### config.mk
export PLATFORM = sky130hd
export DESIGN_NAME = reset_sequencer
export DESIGN_NICKNAME = d
export VERILOG_FILES = /design/src/rtl/reset_sequencer.sv
export SDC_FILE = /design/constraint.sdc
export NUM_CORES = 1
export LEC_CHECK = 0
export CAP_MARGIN = 10
export CORE_MARGIN = 5
export CORE_UTILIZATION = 60
export DETAILED_ROUTE_END_ITERATION = 7
export PLACE_DENSITY = 0.94
export SLEW_MARGIN = 20
export SYNTH_ARGS = -nofsm -noshare
export SYNTH_HDL_FRONTEND = slang
export SYNTH_SLANG_ARGS = --single-unit
export TNS_END_PERCENT = 50
### constraint.sdc
create_clock -name clk -period 5.2 [get_ports clk]
set_input_delay 0.52 -clock clk [delete_from_list [all_inputs] [get_ports clk]]
set_output_delay 0.52 -clock clk [all_outputs]
set_load 0.02 [all_outputs]
### src/rtl/reset_sequencer.sv
// reset_sequencer
//   Brings up a clock manager and then releases three downstream reset
//   stages in order. The clock manager is reset for a fixed pulse and then
//   given a bounded time to lock. Lock must hold for a number of
//   consecutive cycles before stage 0 is released. Stage 1 follows after a
//   gap, and stage 2 plus ready follow after a second gap. Losing lock
//   after release counts a fault and restarts the whole sequence.
//
// Ports
//   clk        : free-running clock, rising edge
//   n_rst      : asynchronous active-low reset
//   locked     : clock-manager lock status (asynchronous, synchronized here)
//   sw_rst     : synchronous software re-sequence request
//   pll_n_rst  : active-low clock-manager reset (registered)
//   n_rst_out  : active-low stage resets, bit 0 released first (registered)
//   ready      : all stages released and lock holding (registered)
//   fault_cnt  : saturating count of lock losses after release
module reset_sequencer #(
    parameter int PLL_RST_CYCLES = 4,
    parameter int LOCK_TIMEOUT   = 1000,
    parameter int HOLD_CYCLES    = 16,
    parameter int STAGE_GAP      = 8
) (
    input  logic       clk,
    input  logic       n_rst,
    input  logic       locked,
    input  logic       sw_rst,
    output logic       pll_n_rst,
    output logic [2:0] n_rst_out,
    output logic       ready,
    output logic [7:0] fault_cnt
);

    localparam int MAX_AB = (PLL_RST_CYCLES > LOCK_TIMEOUT) ? PLL_RST_CYCLES : LOCK_TIMEOUT;
    localparam int MAX_CD = (HOLD_CYCLES > STAGE_GAP) ? HOLD_CYCLES : STAGE_GAP;
    localparam int MAX_P  = (MAX_AB > MAX_CD) ? MAX_AB : MAX_CD;
    localparam int CW     = $clog2(MAX_P + 1);

    localparam logic [CW-1:0] PLL_LAST  = CW'(PLL_RST_CYCLES - 1);
    localparam logic [CW-1:0] LOCK_LAST = CW'(LOCK_TIMEOUT - 1);
    localparam logic [CW-1:0] HOLD_LAST = CW'(HOLD_CYCLES - 1);
    localparam logic [CW-1:0] GAP_LAST  = CW'(STAGE_GAP - 1);

    typedef enum logic [2:0] {
        PLL_RST,
        WAIT_LOCK,
        STABLE,
        RELEASE,
        RUN
    } state_t;

    state_t        state;
    logic [CW-1:0] cnt;
    logic          locked_m;
    logic          locked_s;

    // Two-flop synchronizer for the lock status.
    always_ff @(posedge clk or negedge n_rst) begin
        if (!n_rst) begin
            locked_m <= 1'b0;
            locked_s <= 1'b0;
        end else begin
            locked_m <= locked;
            locked_s <= locked_m;
        end
    end

    always_ff @(posedge clk or negedge n_rst) begin
        if (!n_rst) begin
            state     <= PLL_RST;
            cnt       <= '0;
            pll_n_rst <= 1'b0;
            n_rst_out <= '0;
            ready     <= 1'b0;
            fault_cnt <= '0;
        end else if ((state == RELEASE || state == RUN) && !locked_s) begin
            // Lock loss takes priority over sw_rst so the fault is counted.
            state     <= PLL_RST;
            cnt       <= '0;
            pll_n_rst <= 1'b0;
            n_rst_out <= '0;
            ready     <= 1'b0;
            if (fault_cnt != '1) begin
                fault_cnt <= fault_cnt + 8'd1;
            end
        end else if (sw_rst) begin
            state     <= PLL_RST;
            cnt       <= '0;
            pll_n_rst <= 1'b0;
            n_rst_out <= '0;
            ready     <= 1'b0;
        end else begin
            case (state)
                PLL_RST: begin
                    if (cnt == PLL_LAST) begin
                        state     <= WAIT_LOCK;
                        cnt       <= '0;
                        pll_n_rst <= 1'b1;
                    end else begin
                        cnt <= cnt + 1'b1;
                    end
                end
                WAIT_LOCK: begin
                    if (locked_s) begin
                        state <= STABLE;
                        cnt   <= '0;
                    end else if (cnt == LOCK_LAST) begin
                        state     <= PLL_RST;
                        cnt       <= '0;
                        pll_n_rst <= 1'b0;
                    end else begin
                        cnt <= cnt + 1'b1;
                    end
                end
                STABLE: begin
                    if (!locked_s) begin
                        state <= WAIT_LOCK;
                        cnt   <= '0;
                    end else if (cnt == HOLD_LAST) begin
                        state     <= RELEASE;
                        cnt       <= '0;
                        n_rst_out <= 3'b001;
                    end else begin
                        cnt <= cnt + 1'b1;
                    end
                end
                RELEASE: begin
                    // The counter spans one gap; n_rst_out[1] tells which gap.
                    if (cnt == GAP_LAST) begin
                        cnt <= '0;
                        if (!n_rst_out[1]) begin
                            n_rst_out <= 3'b011;
                        end else begin
                            n_rst_out <= 3'b111;
                            ready     <= 1'b1;
                            state     <= RUN;
                        end
                    end else begin
                        cnt <= cnt + 1'b1;
                    end
                end
                RUN: begin
                    cnt <= '0;
                end
                default: begin
                    state     <= PLL_RST;
                    cnt       <= '0;
                    pll_n_rst <= 1'b0;
                    n_rst_out <= '0;
                    ready     <= 1'b0;
                end
            endcase
        end
    end

endmodule

# Yosys cells after proc, flatten, opt, wreduce, memory -nomap -nowiden
# Index checks and enable logic that the tools add are counted.
# totals
register_bits	28
# op_classes
add_sub_neg	2
n_eq_ne	22
reduce_logical	12
n_mux	37
# ops
op	n
10-bit two-way mux	8
3-bit two-way mux	15
10-bit case mux with 4 select lines	1
4-bit inequality test, second input constant	5
3-bit case mux with 5 select lines	1
10-bit by 1-bit adder with 10-bit output, second input constant	1
10-bit == test, second input constant	1
10-bit by 2-bit == test with 1-bit output, second input constant	1
10-bit by 3-bit == test with 1-bit output, second input constant	1
10-bit by 4-bit == test with 1-bit output, second input constant	1
5-bit inequality test, second input constant	2
1-bit two-way mux	9
3-bit by 1-bit inequality test with 1-bit output, second input constant	3
3-bit case mux with 3 select lines	1
8-bit by 1-bit adder with 8-bit output, second input constant	1
8-bit inequality test, second input constant	1
4-bit AND reduction	2
3-bit by 2-bit == test with 1-bit output, second input constant	2
6-bit AND reduction	1
3-bit OR reduction	2
4-bit by 2-bit inequality test with 1-bit output, second input constant	1
4-bit by 3-bit inequality test with 1-bit output, second input constant	1
4-bit OR reduction	1
3-bit by 1-bit == test with 1-bit output, second input constant	1
other kinds (10)	10

# Logic depth before layout (Yosys ltp)
# logic_depth
ltp_word	6
depth_mapped	7
ltp_nobuf	6

# Worst setup path before layout
# No wires, ideal clock.
# synth_timing
path_kind	reg-to-reg
startpoint	reg cnt[0]
endpoint	reg pll_n_rst
stages_incl_launch_ff	7
t_arrival_ps	1677
setup_ps	126
period_less_slack_ps	1803
path_slack_ps	3397
path_buffers	0
t_required_ps	5074
cell_sequence	dfrtp_1 -> ha_1 -> or3b_2 -> o21a_1 -> a21oi_1 -> nor3b_1 -> a311o_1
# synth_between
elab_chain_len	3
word_cells_on_any_way	5
classes_between	eq/ne: 4; reduce/logical: 1
# synth_rtl
element	line_no	rtl
start, declared	53	logic [CW-1:0] cnt;
start signal, assigned	100	cnt <= cnt + 1'b1;
start signal, assigned	112	cnt <= cnt + 1'b1;
start signal, assigned	124	cnt <= cnt + 1'b1;
10-bit == test / 10-bit by 2-bit == test with 1-bit output (equally long branches)	107, 95	
4-bit inequality test (no line)	--	
4-bit AND reduction (no line) *	--	
end signal, assigned	98	pll_n_rst <= 1'b1;
end signal, assigned	110	pll_n_rst <= 1'b0;
end signal, assigned	148	pll_n_rst <= 1'b0;
end, declared	28	output logic pll_n_rst,
# Mark *: on every way between the ends. The rest lies on a longest branch, timed or not.
# A chain may end at the register's enable or synchronous reset.

# Worst setup path in the final report
# layout_timing
startpoint	reg state[1]
endpoint	reg fault_cnt[1]
# layout_between
elab_chain_len	4
word_cells_on_any_way	5
classes_between	eq/ne: 2; reduce/logical: 3
# layout_rtl
element	line_no	rtl
start, declared	52	state_t state;
start signal, assigned	70	state <= PLL_RST;
start signal, assigned	78	state <= PLL_RST;
start signal, assigned	87	state <= PLL_RST;
3-bit by 2-bit == test with 1-bit output / 3-bit == test (equally long branches)	76	end else if ((state == RELEASE || state == RUN) && !locked_s) begin
1-bit logical OR *	76	
1-bit logical AND *	76	
2-bit AND reduction (no line) *	--	
end signal, assigned	84	fault_cnt <= fault_cnt + 8'd1;
end, declared	31	output logic [7:0] fault_cnt
# Marks and branches as above.

==> flow_metrics.tcl <==
set metrics [dict create \
    multi_input_area_um2 834.6 \
    ios 17 \
    routed_wl_mm 3.186 \
    p_clk_share_pct 22.7 \
    vias_per_cell 6.119 \
    antenna_found_initial 0 \
    slew_violations 0 \
    synth_fp_nets 164 \
    cts.sinks 28 \
    worstPathRequired_ns 5.44 \
    hold_viol_final 0 \
    post-cts-setup-buffers 0 \
    fillCellCount 166 \
    clock-skew-final_ns 0.005650 \
    stdcell_count 201 \
    finalCritPeriodShare_pct 39.22 \
    p_per_area_nw_per_um2 226.6 \
    cts_hold_buf 0 \
    switching_power_uw 114.4 \
    syn_inst 158 \
    drive_gt1_share_pct 11.70 \
    syn_area_um2 1595 \
    worst-endpoint-arrival_ns 2.28 \
    synth.distinct_cells 49 \
    area_growth_pct 10.98 \
    ys_async_sr_fraction_pct 100.0 \
    post_drt_wl_per_cell_um 15.85 \
    synth_top_cell_by_area "dfrtp_1" \
    peakVddDrop_v 0.0002077 \
    max-cap-violations 0 \
    yosysWarnings 0 \
    rsz0062_at_grt "false" \
    track_usage_pct 19.84 \
    maxSlewHeadroom_pct 63.50 \
    drt-initial-drc-count 112 \
    clk_path_buf_depth 2 \
    synth_top_area_share_pct 43.92 \
    initial_core_util_pct 63.81 \
    cts_max_level 1 \
    path_clk_slew_ns 0.15 \
    startpoint "state[1]" \
    route.detailed.drc 0 \
    io_buffers 16 \
    fp.dieW_um 61.57 \
    dr.pass1.iters 4 \
    fmax_ghz 0.4903 \
    min_path_type "reg -> reg" \
    ant_nets 0 \
    num_vias 1230 \
    cp-end-kind "flop" \
    crit_type "reg -> reg" \
    diodes 0 \
    grt_max_degree 29 \
    place.gp.congestion 0.8987 \
    synth.top_cells.by_count "dfrtp_1 (28), nor2_1 (18), nand3_1 (13)" \
    yosys_most_used_dff "dfrtp_1" \
    layout.nets 179 \
    hpwl_mm 2.319 \
    numCtsBuffers 3 \
    switching_share_pct 28.51 \
    finish.utilization_pct 70.82 \
    avgSynthCellArea_um2 10.10 \
    yosysSeqAreaShare_pct 43.92 \
    p_leak_nw 0.7391 \
    hold_start "locked_m" \
    grt_pass1_vias 1196 \
    coreArea_um2 2500 \
    tritoncts "done" \
    die_area_um2 3790 \
    grt_pass1_wl_mm 5.492 \
    setup_tns_ns 0 \
    overflow 0 \
    synth_edf_count 0 \
    cts_root_buf "clkbuf_4" \
    tightest_slew_ns 0.5425 \
    finalSetupViolations 0 \
    start_kind "flop" \
    path_max_fanout 18 \
    post_cts_resize_count 0 \
    yosysMostFrequentCell "dfrtp_1" \
    regArea_um2 700.7 \
    synthTopCellsByArea "dfrtp_1 (44%), xnor2_1 (6.0%), nor2_1 (4.2%), nand3_1 (4.1%), xor2_1 (2.7%)" \
    comb_power_share_pct 17.0 \
    die_height_um 61.57 \
    outcome "finished, final reports clean" \
    r2r-start "state[1]" \
    clk-insertion-delay-late_ns 0.33 \
    ys_seq_elements 28 \
    dp.cells 198 \
    period_minus_slack_ns 2.040 \
    power_frac_seq_pct 60.3 \
    p_int_uw 286.8 \
    num_rows 18 \
]
through the flow:
stage	total power [mW]	cell area, µm²	setup WS [ns]	hold WS (ns)
final	0.4012	1770	3.160	0.3769
after global routing	0.4250	1770	3.019	0.3970
after CTS	0.4029	1770	3.169	0.3875
after detailed placement	0.3136	1748	3.174	0.3523
after global placement	0.3095	1748	3.236	0.3330
after floorplan	0.2928	1595	3.397	0.2244
routing by layer:
metal | GRT usage [%] | part of all wire, %
met5 | 0 | 0
met4 | 11.21 | 2.7
met3 | 3.983 | 6.6
met2 | 28.70 | 44
met1 | 27.66 | 47
registers in the layout, summed over array words and instances, names as in the netlist:
| name | count |
|---|---|
| locked_m | 1 |
| fault_cnt | 8 |
| state | 3 |
| pll_n_rst | 1 |
| locked_s | 1 |
| n_rst_out | 3 |
| ready | 1 |
| cnt | 10 |
power groups by stage:
| stage | logic (mW) | clock network (mW) | registers [mW] |
|---|---|---|---|
| after floorplan | 0.0502 | 0 | 0.243 |
| after global placement | 0.0652 | 0 | 0.244 |
| after detailed placement | 0.0679 | 0 | 0.246 |
| after CTS | 0.0685 | 0.0930 | 0.241 |
| after global routing | 0.0768 | 0.105 | 0.243 |
| final | 0.0681 | 0.0911 | 0.242 |
layout make-up:
class	instances	share of cell area [%]
Clock buffer	3	1.272
Inverter	2	0.4240
Multi-Input combinational cell	121	47.14
Sequential cell	28	39.58
Tap cell	30	2.120
Timing Repair Buffer	17	9.470
cell families (layout without fill, tap and decap cells):
| kind of cell | Yosys count | in the layout | synth area share [%] |
|---|---|---|---|
| adder cells (fa/ha/maj) | 2 | 2 | 1.568 |
| flip-flops | 28 | 28 | 43.92 |
| AO/OA/AOI/OAI | 26 | 26 | 13.41 |
| multiplexers | 2 | 2 | 1.412 |
| buffers and inverters | 9 | 22 | 3.764 |
| AND/OR/NAND/NOR | 75 | 75 | 27.14 |
| XOR/XNOR | 16 | 16 | 8.784 |
cell usage in the layout (no fill, tap or decap), types with 2 or more instances in the layout:
cell type / count
a21oi_1: 7
and2_1: 2
and3_1: 3
and3_2: 2
clkbuf_4: 3
clkdlybuf4s50_1: 16
dfrtp_1: 28
ha_1: 2
inv_1: 2
mux2_2: 2
nand2_1: 7
nand2b_1: 4
nand3_1: 13
nand3b_1: 2
nand4_1: 2
nor2_1: 18
nor3_1: 5
nor3_4: 2
nor3b_1: 2
nor4_1: 2
nor4b_1: 2
o21a_1: 2
o21ai_0: 3
or2_2: 3
xnor2_1: 11
xor2_1: 5
critical path: stages, from the launching register on:
cell and delay (ns):
dfrtp_1 0.60, or3b_1 0.49, a21oi_1 0.22, a21boi_4 0.27
mux2_2 0.36
path summary, 6_finish.rpt:
check                           slack [ns]           end  cells after the start
worst min-delay path                  0.38      locked_s                      0
worst max-delay path                  3.16  fault_cnt[1]                      4
worst min register to register        0.38      locked_s                      0
max in group asynchronous             4.40        cnt[8]                      2
worst max register to register        3.16  fault_cnt[1]                      4
min in group asynchronous             0.53  n_rst_out[1]                      2
Note: power is estimated with default switching activity, not from simulation.
